## src/rtl/dclcg_gen.sv

```systemverilog
// Dual-comparison LCG bit generator: four LCGs X/Y/P/Q with multipliers 2^r+1,
// decimated bit stream (bit = X>Y, kept when P>Q) packed LSB-first into words.
module dclcg_gen #(
  parameter int WIDTH = 8,
  parameter int SHW   = 3,
  parameter int WORD  = 8
) (
  input  logic             clk,
  input  logic             rst_n,
  input  logic             start,
  input  logic             stop,
  input  logic             en,
  input  logic [WIDTH-1:0] x_seed,
  input  logic [WIDTH-1:0] y_seed,
  input  logic [WIDTH-1:0] p_seed,
  input  logic [WIDTH-1:0] q_seed,
  input  logic [SHW-1:0]   r1,
  input  logic [SHW-1:0]   r2,
  input  logic [SHW-1:0]   r3,
  input  logic [SHW-1:0]   r4,
  input  logic [WIDTH-1:0] c1,
  input  logic [WIDTH-1:0] c2,
  input  logic [WIDTH-1:0] c3,
  input  logic [WIDTH-1:0] c4,
  output logic             running,
  output logic             bit_out,
  output logic             bit_valid,
  output logic [WORD-1:0]  word_out,
  output logic             word_valid
);

  localparam int            CW   = (WORD > 1) ? $clog2(WORD) : 1;
  localparam logic [CW-1:0] LAST = CW'(WORD - 1);

  typedef enum logic {
    S_IDLE = 1'b0,
    S_RUN  = 1'b1
  } state_t;

  state_t           r_state;
  state_t           w_state_nxt;

  logic [WIDTH-1:0] r_x, r_y, r_p, r_q;
  logic [SHW-1:0]   r_r1, r_r2, r_r3, r_r4;
  logic [WIDTH-1:0] r_c1, r_c2, r_c3, r_c4;
  logic [CW-1:0]    r_cnt;
  logic [WORD-1:0]  r_part;
  logic             r_bit_out;
  logic             r_bit_valid;
  logic [WORD-1:0]  r_word_out;
  logic             r_word_valid;

  logic             w_step;
  logic             w_b1;
  logic             w_b2;
  logic             w_last;
  logic [WIDTH-1:0] w_x_nxt, w_y_nxt, w_p_nxt, w_q_nxt;
  logic [WORD-1:0]  w_part_nxt;

  // The shift is evaluated at WIDTH bits, so any r >= WIDTH shifts everything out.
  function automatic logic [WIDTH-1:0] lcg_next(
    input logic [WIDTH-1:0] s,
    input logic [SHW-1:0]   sh,
    input logic [WIDTH-1:0] c
  );
    return s + (s << sh) + c;
  endfunction

  always_ff @(posedge clk or negedge rst_n) begin
    if (!rst_n) begin
      r_state <= S_IDLE;
    end else begin
      r_state <= w_state_nxt;
    end
  end

  always_comb begin
    w_state_nxt = r_state;
    if (start) begin
      w_state_nxt = S_RUN;
    end else if (stop) begin
      w_state_nxt = S_IDLE;
    end
  end

  assign w_step  = (r_state == S_RUN) && en && !start;
  assign w_b1    = (r_x > r_y);
  assign w_b2    = (r_p > r_q);
  assign w_last  = (r_cnt == LAST);

  assign w_x_nxt = lcg_next(r_x, r_r1, r_c1);
  assign w_y_nxt = lcg_next(r_y, r_r2, r_c2);
  assign w_p_nxt = lcg_next(r_p, r_r3, r_c3);
  assign w_q_nxt = lcg_next(r_q, r_r4, r_c4);

  always_comb begin
    w_part_nxt        = r_part;
    w_part_nxt[r_cnt] = w_b1;
  end

  // Configuration registers: r and c are only ever used from these copies.
  always_ff @(posedge clk or negedge rst_n) begin
    if (!rst_n) begin
      r_r1 <= '0;
      r_r2 <= '0;
      r_r3 <= '0;
      r_r4 <= '0;
      r_c1 <= '0;
      r_c2 <= '0;
      r_c3 <= '0;
      r_c4 <= '0;
    end else if (start) begin
      r_r1 <= r1;
      r_r2 <= r2;
      r_r3 <= r3;
      r_r4 <= r4;
      r_c1 <= c1;
      r_c2 <= c2;
      r_c3 <= c3;
      r_c4 <= c4;
    end
  end

  always_ff @(posedge clk or negedge rst_n) begin
    if (!rst_n) begin
      r_x <= '0;
      r_y <= '0;
      r_p <= '0;
      r_q <= '0;
    end else if (start) begin
      r_x <= x_seed;
      r_y <= y_seed;
      r_p <= p_seed;
      r_q <= q_seed;
    end else if (w_step) begin
      r_x <= w_x_nxt;
      r_y <= w_y_nxt;
      r_p <= w_p_nxt;
      r_q <= w_q_nxt;
    end
  end

  // Decimation and packing: only steps with P>Q produce a bit.
  always_ff @(posedge clk or negedge rst_n) begin
    if (!rst_n) begin
      r_cnt        <= '0;
      r_part       <= '0;
      r_bit_out    <= 1'b0;
      r_bit_valid  <= 1'b0;
      r_word_out   <= '0;
      r_word_valid <= 1'b0;
    end else if (start) begin
      r_cnt        <= '0;
      r_part       <= '0;
      r_bit_valid  <= 1'b0;
      r_word_valid <= 1'b0;
    end else if (w_step) begin
      r_bit_valid  <= w_b2;
      r_word_valid <= 1'b0;
      if (w_b2) begin
        r_bit_out <= w_b1;
        if (w_last) begin
          r_word_out   <= w_part_nxt;
          r_word_valid <= 1'b1;
          r_cnt        <= '0;
          r_part       <= '0;
        end else begin
          r_part <= w_part_nxt;
          r_cnt  <= r_cnt + 1'b1;
        end
      end
    end else begin
      r_bit_valid  <= 1'b0;
      r_word_valid <= 1'b0;
    end
  end

  assign running    = (r_state == S_RUN);
  assign bit_out    = r_bit_out;
  assign bit_valid  = r_bit_valid;
  assign word_out   = r_word_out;
  assign word_valid = r_word_valid;

endmodule

```

## config.mk

```make
export PLATFORM = sky130hd
export DESIGN_NAME = dclcg_gen
export DESIGN_NICKNAME = d
export VERILOG_FILES = /design/src/rtl/dclcg_gen.sv
export SDC_FILE = /design/constraint.sdc
export NUM_CORES = 1
export LEC_CHECK = 0
export CORE_AREA = 2 2 128 130
export CTS_CLUSTER_DIAMETER = 60
export CTS_CLUSTER_SIZE = 40
export DETAILED_ROUTE_END_ITERATION = 10
export DIE_AREA = 0 0 130 132
export MAX_ROUTING_LAYER = met4
export PLACE_DENSITY_LB_ADDON = 0.12
export SLEW_MARGIN = 20
export SYNTH_ARGS = -nofsm -noshare
export SYNTH_HDL_FRONTEND = slang
export SYNTH_SLANG_ARGS = --single-unit
```

## constraint.sdc

```tcl
create_clock -name clk -period 3.9 [get_ports clk]
set_clock_uncertainty 0.2 [all_clocks]
set_input_delay 0.975 -clock clk [delete_from_list [all_inputs] [get_ports clk]]
set_output_delay 0.975 -clock clk [all_outputs]
set_load 0.01 [all_outputs]
```

# Word level (Yosys, flattened, before mapping)
# Index checks and enable logic that the tools add are counted.
op_classes:
  bitwise_logic: 1
  magnitude_cmp: 4
  mux: 27
  n_eq_ne: 1
  add_sub_neg: 9
  shift: 4
  reduce_logical: 10
op_table:
  columns: ["cell", "count"]
  rows:
  - ["$mux W8", 12]
  - ["$add A8 B8 Y8", 8]
  - ["$shl A8 B3 Y8", 4]
  - ["$gt A8 B8 Y1", 2]
  - ["$mux W3", 4]
  - ["$mux W1", 9]
  - ["$bwmux W8", 1]
  - ["$reduce_bool A2 Y1", 3]
  - ["$lt A3 B4 Y1 const B", 1]
  - ["$reduce_and A4 Y1", 1]
  - ["$add A3 B1 Y3 const B", 1]
  - ["$demux W1 S3", 1]
  - ["$eq A3 B3 Y1 const B", 1]
  - ["$ge A3 B1 Y1 const B", 1]
  - ["$logic_and A1 B1 Y1", 3]
  - ["$reduce_and A3 Y1", 1]
  - ["$reduce_and A2 Y1", 1]
  - ["$logic_not A1 Y1", 1]
  - ["$not A1 Y1", 1]
totals:
  input_bits: 81
  ff_bits: 99

# Depth between registers and ports, before layout
# Gate-level depths: netlist of the first run.
logic_depth:
  word_depth: 9
  mapped_depth: 13
  depth_no_buf: 13

# Worst setup path after synthesis of the first run
# No wires, ideal clock.
synth_timing:
  path_type: "register to register"
  start: "register r_r1[0]"
  end: "register r_x[7]"
  t_required_ps: 3581
  setup_ps: 119
  path_stages_with_launch: 13
  t_arrival_ps: 2914
  synth_period_minus_slack_ps: 3233
  path_slack_ps: 667
  path_buffers: 1
  path_cell_list: "dfrtp_1 > clkbuf_1 > mux2i_1 > nor3_1 > fa_1 > ha_1 > fa_1 > a211oi_1 > o21bai_1 > a21oi_1 > xnor2_1 > o21ai_0 > o21a_1"
synth_via:
  elab_chain_cells: 5
synth_rtl:
  columns: ["item", "line", "text"]
  rows:
  - ["start: declaration", "44", "logic [SHW-1:0] r_r1, r_r2, r_r3, r_r4;"]
  - ["start signal: assignment", "113", "r_r1 <= r1;"]
  - ["$shl A8 B3 Y8", "66", "return s + (s << sh) + c;"]
  - ["$add A8 B8 Y8 (2 in a row)", "66", null]
  - ["$mux W8", "135", "end else if (w_step) begin"]
  - ["$mux W8", "130", "end else if (start) begin"]
  - ["end signal: assignment", "131", "r_x <= x_seed;"]
  - ["end signal: assignment", "136", "r_x <= w_x_nxt;"]
  - ["end: declaration", "43", "logic [WIDTH-1:0] r_x, r_y, r_p, r_q;"]
# No other way between the ends. The select of a mux whose other input is x is not followed.
# A chain may end at the register's enable or synchronous reset.

# Final worst setup path of the first run
layout_timing:
  start: "register r_r1[1]"
  end: "register r_x[7]"
# The elaborated chain is that of the path after synthesis.

==> results of run 1 <==
## state kept, by name, summed over array words and instances, names as in the netlist, 8 cells and up
name / count
r_c2: 8
word_out: 8
r_c3: 8
r_c1: 8
r_q: 8
r_p: 8
r_c4: 8
r_part: 8
r_y: 8
r_x: 8
## layout make-up
| class | count | area share [%] |
|---|---|---|
| Clock buffer | 9 | 2.70 |
| Clock inverter | 7 | 1.08 |
| Inverter | 31 | 1.40 |
| Multi-Input combinational cell | 511 | 50.0 |
| Sequential cell | 99 | 29.7 |
| Tap cell | 216 | 3.24 |
| Timing Repair Buffer | 100 | 11.9 |
## synthesized netlist by cell type (all sizes together)
master	n	area share, %
a21oi	57	4.2
nand3b	1	0.11
dfrtp	99	36
buf	7	0.74
a31oi	1	0.090
o22ai	8	0.72
a32o	4	0.58
mux2i	38	5.5
nand2	55	3.0
o22a	1	0.13
nand3	4	0.29
o211ai	1	0.11
a2111oi	1	0.40
nor3b	3	0.33
or3	1	0.090
a22oi	1	0.11
o21a	8	0.87
fa	32	9.3
o21bai	5	0.54
mux2	46	7.5
a211oi	11	1.2
and3	1	0.090
nor2	45	2.4
ha	42	7.6
nor3	6	0.43
o2bb2ai	3	0.38
xor2	7	0.89
mux4	8	2.6
inv	31	1.7
and2	1	0.090
nand4	3	0.27
o21ai	66	4.8
xnor2	21	2.7
a21o	13	1.4
clkbuf	30	1.6
and4	1	0.13
a211o	1	0.13
nand2b	4	0.36
nor2b	11	0.99
## worst min-delay path by stage
stage               from        end  cells after the start
6_report         bit_out    bit_out                      1
5_1_grt          bit_out    bit_out                      1
4_1_cts          bit_out    bit_out                      1
3_5_place_dp     bit_out    bit_out                      1
3_3_place_gp     bit_out    bit_out                      1
2_1_floorplan  r_part[5]  r_part[5]                      1
## per-stage QoR
stage               hold WS, ns  instance area (um2)  instances  power [mW]
global placement          0.293                 8020        957        3.18
global route              0.341                 8330        973        4.57
detailed placement        0.305                 8020        957        3.26
CTS                       0.322                 8330        973        4.25
finish                    0.318                 8330        973        4.22
floorplan                 0.300                 6920        678        2.77
## cell families after synthesis
family | Yosys count
adders and majority gates | 74
muxes | 92
AOI/OAI and AO/OA | 181
DFF | 99
xor gates and xnor gates | 28
and+or+nand+nor | 136
buffers and inverters | 68
## worst max-delay path, cell delays in order, from the launching register on
cell,delay [ns]
dfrtp_1,0.59
mux2i_1,0.25
nor2_1,0.06
a31oi_1,0.23
nor2_1,0.10
fa_1,0.50
fa_1,0.50
a211oi_1,0.34
o21bai_1,0.13
a21oi_1,0.19
xnor2_1,0.13
o21ai_0,0.09
o21a_1,0.11
## metal layers
layer | global-route usage, % | vias to the layer above | wire length, um
met2 | 34.0 | 108 | 8080
li1 | - | 2538 | -
met4 | 5.68 | 0 | 259
met5 | - | - | 0
met1 | 26.3 | 2578 | 7190
met3 | 3.21 | 20 | 546
## power by group through the flow
stage | clock network [mW] | logic [mW] | registers, mW
2_1_floorplan | 0 | 1.47 | 1.30
3_3_place_gp | 0 | 1.79 | 1.39
3_5_place_dp | 0 | 1.86 | 1.39
4_1_cts | 1.00 | 1.88 | 1.37
5_1_grt | 1.04 | 2.13 | 1.40
6_report | 0.975 | 1.87 | 1.37
## cell usage in the layout, fill, tap and decap left out, types with 9 or more instances in the layout
master	instances
mux2_2	46
o21ai_0	63
ha_1	42
buf_4	9
clkdlybuf4s50_1	90
fa_1	32
a21oi_1	56
xnor2_1	21
nor2b_1	11
a211oi_1	11
nor2_1	45
clkbuf_16	9
dfrtp_1	99
a21o_1	13
inv_1	30
nand2_1	55
mux2i_1	38
==> impl_metrics.toml, run 1 <==
[finish]
regArea_mm2 = 0.00248
finish.utilization_pct = 53.0
drive_above_1_share_pct = 11.0
final_net_count = 907
num_antenna_cells = 0
syn_to_final_growth_pct = 20.4
multi_input_area_mm2 = 0.00417
fill_cells = 1423

[timing]
fin_crit_ns = 3.54
fin_crit_sh_pct = 90.7
finalSetupViolations = 0
rsz0062_at_grt = "no"
finalSetupTns_ns = 0
slew_violations = 0
fmax_mhz = 283
slew_headroom_pct = 46.7
setup_slack_ns = 0.364
max_slew.worst_pin.slew_ns = 0.791
hold_viol = 0

[clock_network]
path_clk_slew_ns = 0.08
root_buffer = "clkbuf_16"
cts-buffers-inserted = 9
cts_tree = "built"
cts_htree_levels = 3
cts_resized = 0
clk_path_buf_depth = 2
post_cts.repair.setup_buffers = 0
clock_latency_ns = 0.36
postCtsHoldBufs = 0
cts.sinks = 99

[floorplanning]
fp.dieArea_mm2 = 0.0172
coreArea_mm2 = 0.0157
die_height_um = 132
ioPinCount = 93
start_util_pct = 44.1
floorplan.rows = 46
fp.dieW_um = 130

[power_and_ir_drop]
combinationalPowerShare_pct = 44.4
vdd_ir_drop_max_v = 0.000270
seq_power_share_pct = 32.5
pwr-share-clk_pct = 23.1
switchingPower_mw = 1.61
p_leak_nw = 3.61
power.internal_mw = 2.61
p_sw_share_pct = 38.2
power_density_mw_per_mm2 = 506

[worst_setup_path]
startpoint_type = "register"
r2r_slack_ns = 0.36
r2r_start = "r_r1[1]"
required_ns = 3.96
crit_type = "register to register"
endpoint = "r_x[7]"
r2r_cells = 12
end_kind = "register"
cp_max_fo = 11
crit_path_start = "r_r1[1]"
r2r-end = "r_x[7]"
critPathArrivalTime_ns = 3.60

[synthesis]
synth.distinct_cells = 44
synth_compound_area_share_pct = 15.6
synth_top_family_by_area = "adder cells"
avgSynthCellArea_um2 = 10.2
synthAdderAreaFrac_pct = 16.8
yosys_warnings = 0
yosys.area_share.simple_pct = 8.60
synth_nets = 833
synth_cells = 678
synth-seq-cells = 99
synth_xor_area_share_pct = 3.54
synthesis.area_mm2 = 0.00692
yosysSeqAreaShare_pct = 35.8
synthMuxAreaShare_pct = 15.6

[global_route]
antenna_found_initial = 0
grt.total_usage_pct = 20.6
grt_max_degree = 51
first_global_vias = 5431
grt-ovfl-total = 0
grt_pass1_wl_um = 27300

[routing]
drc = 0
totalWireLength_um = 16100
wl_per_cell_um = 16.5
avgViaCountPerCell = 5.39
ant_nets = 0
dr_total_vias = 5244
first_iter_violations = 305
first_pass_iters = 5

[place]
io_buffers = 92
place_ws_ns = 0.446
globalplace.congestion = 0.878
dp_hpwl_um = 12100

[run]
max_cap_violations = 0

[run_status]
status = "complete, no violations"

[worst_hold_path]
min_path_type = "register to register"
Power figures use the tool's default switching activity.
==> run 2: changes to the inputs <==
--- a/config.mk
+++ b/config.mk
@@ -10,9 +10,9 @@
 export CTS_CLUSTER_SIZE = 40
 export DETAILED_ROUTE_END_ITERATION = 10
 export DIE_AREA = 0 0 130 132
+export HOLD_SLACK_MARGIN = 0.08
 export MAX_ROUTING_LAYER = met4
 export PLACE_DENSITY_LB_ADDON = 0.12
-export SLEW_MARGIN = 20
 export SYNTH_ARGS = -nofsm -noshare
 export SYNTH_HDL_FRONTEND = slang
 export SYNTH_SLANG_ARGS = --single-unit
==> constraint.sdc (replaced) <==
create_clock -name clk -period 4 [get_ports clk]
set_clock_uncertainty 0.2 [all_clocks]
set_input_delay 1 -clock clk [delete_from_list [all_inputs] [get_ports clk]]
set_output_delay 1 -clock clk [all_outputs]
set_load 0.01 [all_outputs]
==> run 2 against run 1 <==
- via count down 0.29%
- combinational power down 3%
- clock power down 6.1%
- fmax up 0.10%
- utilization about the same
- critical path type unchanged
- non-clock buffer count unchanged
- power down 3.5%
- sequential share of layout area about the same
- final area about the same
- sequential cell count unchanged
- wire length down 1.8%
==> impl_metrics.toml, run 2 (synthesis gave the netlist of run 1 again) <==
[run_status]
status = "complete, no violations"

[timing]
fmax_mhz = 283
max_slew.worst_pin.slew_ns = 0.877
rsz0062_at_grt = "no"
fin_crit_ns = 3.53
finalSetupViolations = 0
holdWs_ns = 0.310
slew_violations = 0
finalSetupTns_ns = 0
hold_viol = 0
slew_headroom_pct = 41.6
fin_crit_sh_pct = 88.3

[finish]
layout_commonest_cell = "dfrtp_1"
finish.utilization_pct = 53.0
fill_cells = 1392
num_antenna_cells = 0
final_net_count = 907
multi_input_area_mm2 = 0.00417
syn_to_final_growth_pct = 20.3
drive_above_1_share_pct = 11.0
regArea_mm2 = 0.00248
most-common-layout-cells = "dfrtp_1, clkdlybuf4s50_1, o21ai_0"

[floorplanning]
ioPinCount = 93
fp.dieArea_mm2 = 0.0172
start_util_pct = 44.1
fp.dieW_um = 130
floorplan.rows = 46
coreArea_mm2 = 0.0157
die_height_um = 132

[worst_setup_path]
required_ns = 4.05
cpPeakStageDelay_ns = 0.60
cp_slowest_cell = "dfrtp_1"
critPathArrivalTime_ns = 3.58
crit_type = "register to register"
crit_chain = "mux2i_1, nor2_1, a31oi_1, nor2_1, fa_1, fa_1, a211oi_1, o21bai_1, a21oi_1, xnor2_1, o21ai_0, o21a_1"
crit_family = "compound AO/OA/AOI/OAI gates"
cp_max_fo = 11
startpoint_type = "register"
path_buf_inv = 0
end_kind = "register"

[worst_hold_path]
min_path_type = "register to register"

[clock_network]
post_cts.repair.setup_buffers = 0
cts-buffers-inserted = 9
cts_tree = "built"
cts.sinks = 99
cts_htree_levels = 3
root_buffer = "clkbuf_16"
postCtsHoldBufs = 0
clock_latency_ns = 0.36
path_clk_slew_ns = 0.07
cts_resized = 0
clk_path_buf_depth = 2

[power_and_ir_drop]
power_density_mw_per_mm2 = 489
p_leak_nw = 3.60
vdd_ir_drop_max_v = 0.000259

[run]
max_cap_violations = 0

[routing]
wl_met1_um = 7090
totalWireLength_um = 15800
first_iter_violations = 323
wl_met2_um = 7820
wl_per_cell_um = 16.2
route.top_layer_used = "met4"
avgViaCountPerCell = 5.37
routed-wl-met3_um = 559
drc = 0
dr_total_vias = 5229
ant_nets = 0
first_pass_iters = 4

[global_route]
grt_max_degree = 53
grt_pass1_wl_um = 26900
antenna_found_initial = 0
grt-ovfl-total = 0
grt.total_usage_pct = 20.2
first_global_vias = 5473

[place]
globalplace.congestion = 0.878
io_buffers = 92
dp_hpwl_um = 12000
## run 2: cell types whose count changed in the layout (fill, tap and decap cells not counted)
| cell | change |
|---|---|
| inv_8 | -3 |
| clkinvlp_4 | +2 |
| clkbuf_8 | +1 |
## run 2: cell type report
class,instances,share of cell area [%]
Clock inverter,6,0.856
Sequential cell,99,29.7
Multi-Input combinational cell,511,50.0
Timing Repair Buffer,100,11.9
Inverter,31,1.40
Tap cell,216,3.25
Clock buffer,10,2.87
## run 2: stage by stage
| step | cells | cell area (um2) | setup slack [ns] | power, mW |
|---|---|---|---|---|
| floorplan | 678 | 6920 | 0.767 | 2.70 |
| global placement | 957 | 8020 | 0.658 | 3.10 |
| detailed placement | 957 | 8020 | 0.547 | 3.17 |
| CTS | 973 | 8330 | 0.528 | 4.11 |
| global route | 973 | 8330 | 0.174 | 4.43 |
| finish | 973 | 8330 | 0.468 | 4.07 |
## run 2: path summary, 6_finish.rpt
kind                       startpoint  cells past startpoint     endpoint  slack, ns
min in group asynchronous       rst_n                      1      r_c1[4]       0.45
min reg2reg                   bit_out                      1      bit_out       0.31
max                           r_r1[1]                     12       r_x[7]       0.47
min                           bit_out                      1      bit_out       0.31
max reg2reg                   r_r1[1]                     12       r_x[7]       0.47
max in group asynchronous       rst_n                      2  word_out[0]       2.45
## run 2: power by group
part / leakage (nW) / switching, mW / internal (mW)
combinational: 2.24 / 0.901 / 0.915
sequential: 1.22 / 0.215 / 1.12
clock: 0.146 / 0.408 / 0.508
total: 3.60 / 1.52 / 2.55
## run 2: layer usage
metal,GRT usage (%),up-vias
met5,-,-
met1,25.8,2555
met2,32.8,112
li1,-,2542
met3,3.61,20
met4,5.97,0
==> run 3: changes to the inputs <==
==> constraint.sdc (replaced) <==
create_clock -name clk -period 4.19 [get_ports clk]
set_clock_uncertainty 0.2 [all_clocks]
set_input_delay 1.0475 -clock clk [delete_from_list [all_inputs] [get_ports clk]]
set_output_delay 1.0475 -clock clk [all_outputs]
set_load 0.01 [all_outputs]
==> run 3 against run 2 <==
- sequential power decreased by 4%
- worst setup slack gained 0.22 ns
- critical path type unchanged
- worst hold slack better by 0.0022 ns
- global-route usage up 0.40 points
- critical endpoint unchanged
- final area rose by 0.15%
- via count down 0.13%
==> impl_metrics.toml, run 3 (synthesis gave the netlist of run 1 again) <==
[routing]
avgViaCountPerCell = 5.37
first_pass_iters = 4
dr_total_vias = 5222
ant_nets = 0
drc = 0
totalWireLength_um = 15900
wl_per_cell_um = 16.4
first_iter_violations = 332

[power_and_ir_drop]
p_sw_share_pct = 36.6
switchingPower_mw = 1.46
p_leak_nw = 3.60
vdd_ir_drop_max_v = 0.000221
seq_power_share_pct = 32.0
combinationalPowerShare_pct = 43.6
pwr-share-clk_pct = 24.4
power_density_mw_per_mm2 = 479
power.internal_mw = 2.53

[place]
dp_hpwl_um = 11900
io_buffers = 92
place_area_mm2 = 0.00800
globalplace.congestion = 0.861
dp.cells = 956
place_ws_ns = 0.750

[clock_network]
cts.sinks = 99
cts_htree_levels = 3
cts_resized = 0
postCtsHoldBufs = 0
root_buffer = "clkbuf_16"
post_cts.repair.setup_buffers = 0
path_clk_slew_ns = 0.07
clk_path_buf_depth = 2
cts-buffers-inserted = 9
clock_latency_ns = 0.36
cts_tree = "built"

[floorplanning]
floorplan.rows = 46
start_util_pct = 44.1
fp.dieArea_mm2 = 0.0172
ioPinCount = 93
fp.dieW_um = 130
die_height_um = 132
coreArea_mm2 = 0.0157

[timing]
finalSetupTns_ns = 0
fin_crit_sh_pct = 83.5
max_slew.worst_pin.slew_ns = 0.862
slew_headroom_pct = 42.5
hold_viol = 0
rsz0062_at_grt = "no"
finalSetupViolations = 0
setup_slack_ns = 0.692
fmax_mhz = 286
fin_crit_ns = 3.50
slew_violations = 0

[finish]
most-common-layout-cells = "dfrtp_1, clkdlybuf4s50_1, o21ai_0"
syn_to_final_growth_pct = 20.5
design_area_mm2 = 0.00834
layout_commonest_cell = "dfrtp_1"
final_net_count = 906
drive_above_1_share_pct = 10.7
num_antenna_cells = 0
finish.utilization_pct = 53.1
fill_cells = 1458
final_cells = 972

[run_status]
status = "complete, no violations"

[global_route]
antenna_found_initial = 0
grt_max_degree = 65
grt.total_usage_pct = 20.6
grt-ovfl-total = 0
grt_pass1_wl_um = 27200
first_global_vias = 5403

[worst_setup_path]
crit_type = "register to register"
cp_slowest_cell = "dfrtp_1"
cp_max_fo = 11
cpPeakStageDelay_ns = 0.60
end_kind = "register"
critPathArrivalTime_ns = 3.55
crit_chain = "mux2i_1, nor2_1, a31oi_1, nor2_1, fa_1, fa_1, a211oi_1, o21bai_1, a21oi_1, xnor2_1, o21ai_0, o21a_1"
startpoint_type = "register"
required_ns = 4.24

[worst_hold_path]
min_path_type = "register to register"

[run]
max_cap_violations = 0
-- run 3: power groups by stage --
stage          registers, mW  logic [mW]  clock network (mW)
2_1_floorplan           1.21        1.37                   0
3_3_place_gp            1.30        1.67                   0
3_5_place_dp            1.30        1.73                   0
4_1_cts                 1.28        1.75               0.995
5_1_grt                 1.31        1.98                1.04
6_report                1.28        1.74               0.973
-- run 3: cell type report --
cell class	instances	area (um2)	area share, %
Clock inverter	6	114	1.37
Tap cell	216	270	3.24
Sequential cell	99	2480	29.7
Timing Repair Buffer	99	968	11.6
Inverter	31	116	1.40
Multi-Input combinational cell	511	4170	49.9
Clock buffer	10	229	2.75
-- run 3: path summary, 6_finish.rpt --
check | slack, ns | cells past startpoint | start | to
setup / recovery | 0.69 | 12 | r_r1[1] | r_x[7]
hold / removal | 0.31 | 1 | bit_out | bit_out
setup reg to reg | 0.69 | 12 | r_r1[1] | r_x[7]
hold reg to reg | 0.31 | 1 | bit_out | bit_out
max in group asynchronous | 2.39 | 2 | rst_n | r_y[4]
min in group asynchronous | 0.60 | 1 | rst_n | r_c1[3]
-- run 3: through the flow --
step / hold slack, ns / power, mW
floorplan: 0.300 / 2.58
global placement: 0.296 / 2.96
detailed placement: 0.304 / 3.03
CTS: 0.321 / 4.03
global route: 0.330 / 4.33
finish: 0.312 / 3.99
-- run 3: layer usage --
metal,wire [um],up-vias,global-route usage (%)
li1,-,2538,-
met1,7250,2570,26.8
met4,280,0,6.81
met5,0,-,-
met3,555,20,2.96
met2,7860,94,33.2
-- run 3: worst max-delay path, delay by kind of cell, from the launching register on --
kind            cells  cell delay (ns)
compound gates      6             1.07
xor+xnor            1             0.15
fa+ha+maj           2             1.00
flops               1             0.60
mux                 1             0.24
simple gates        2             0.14
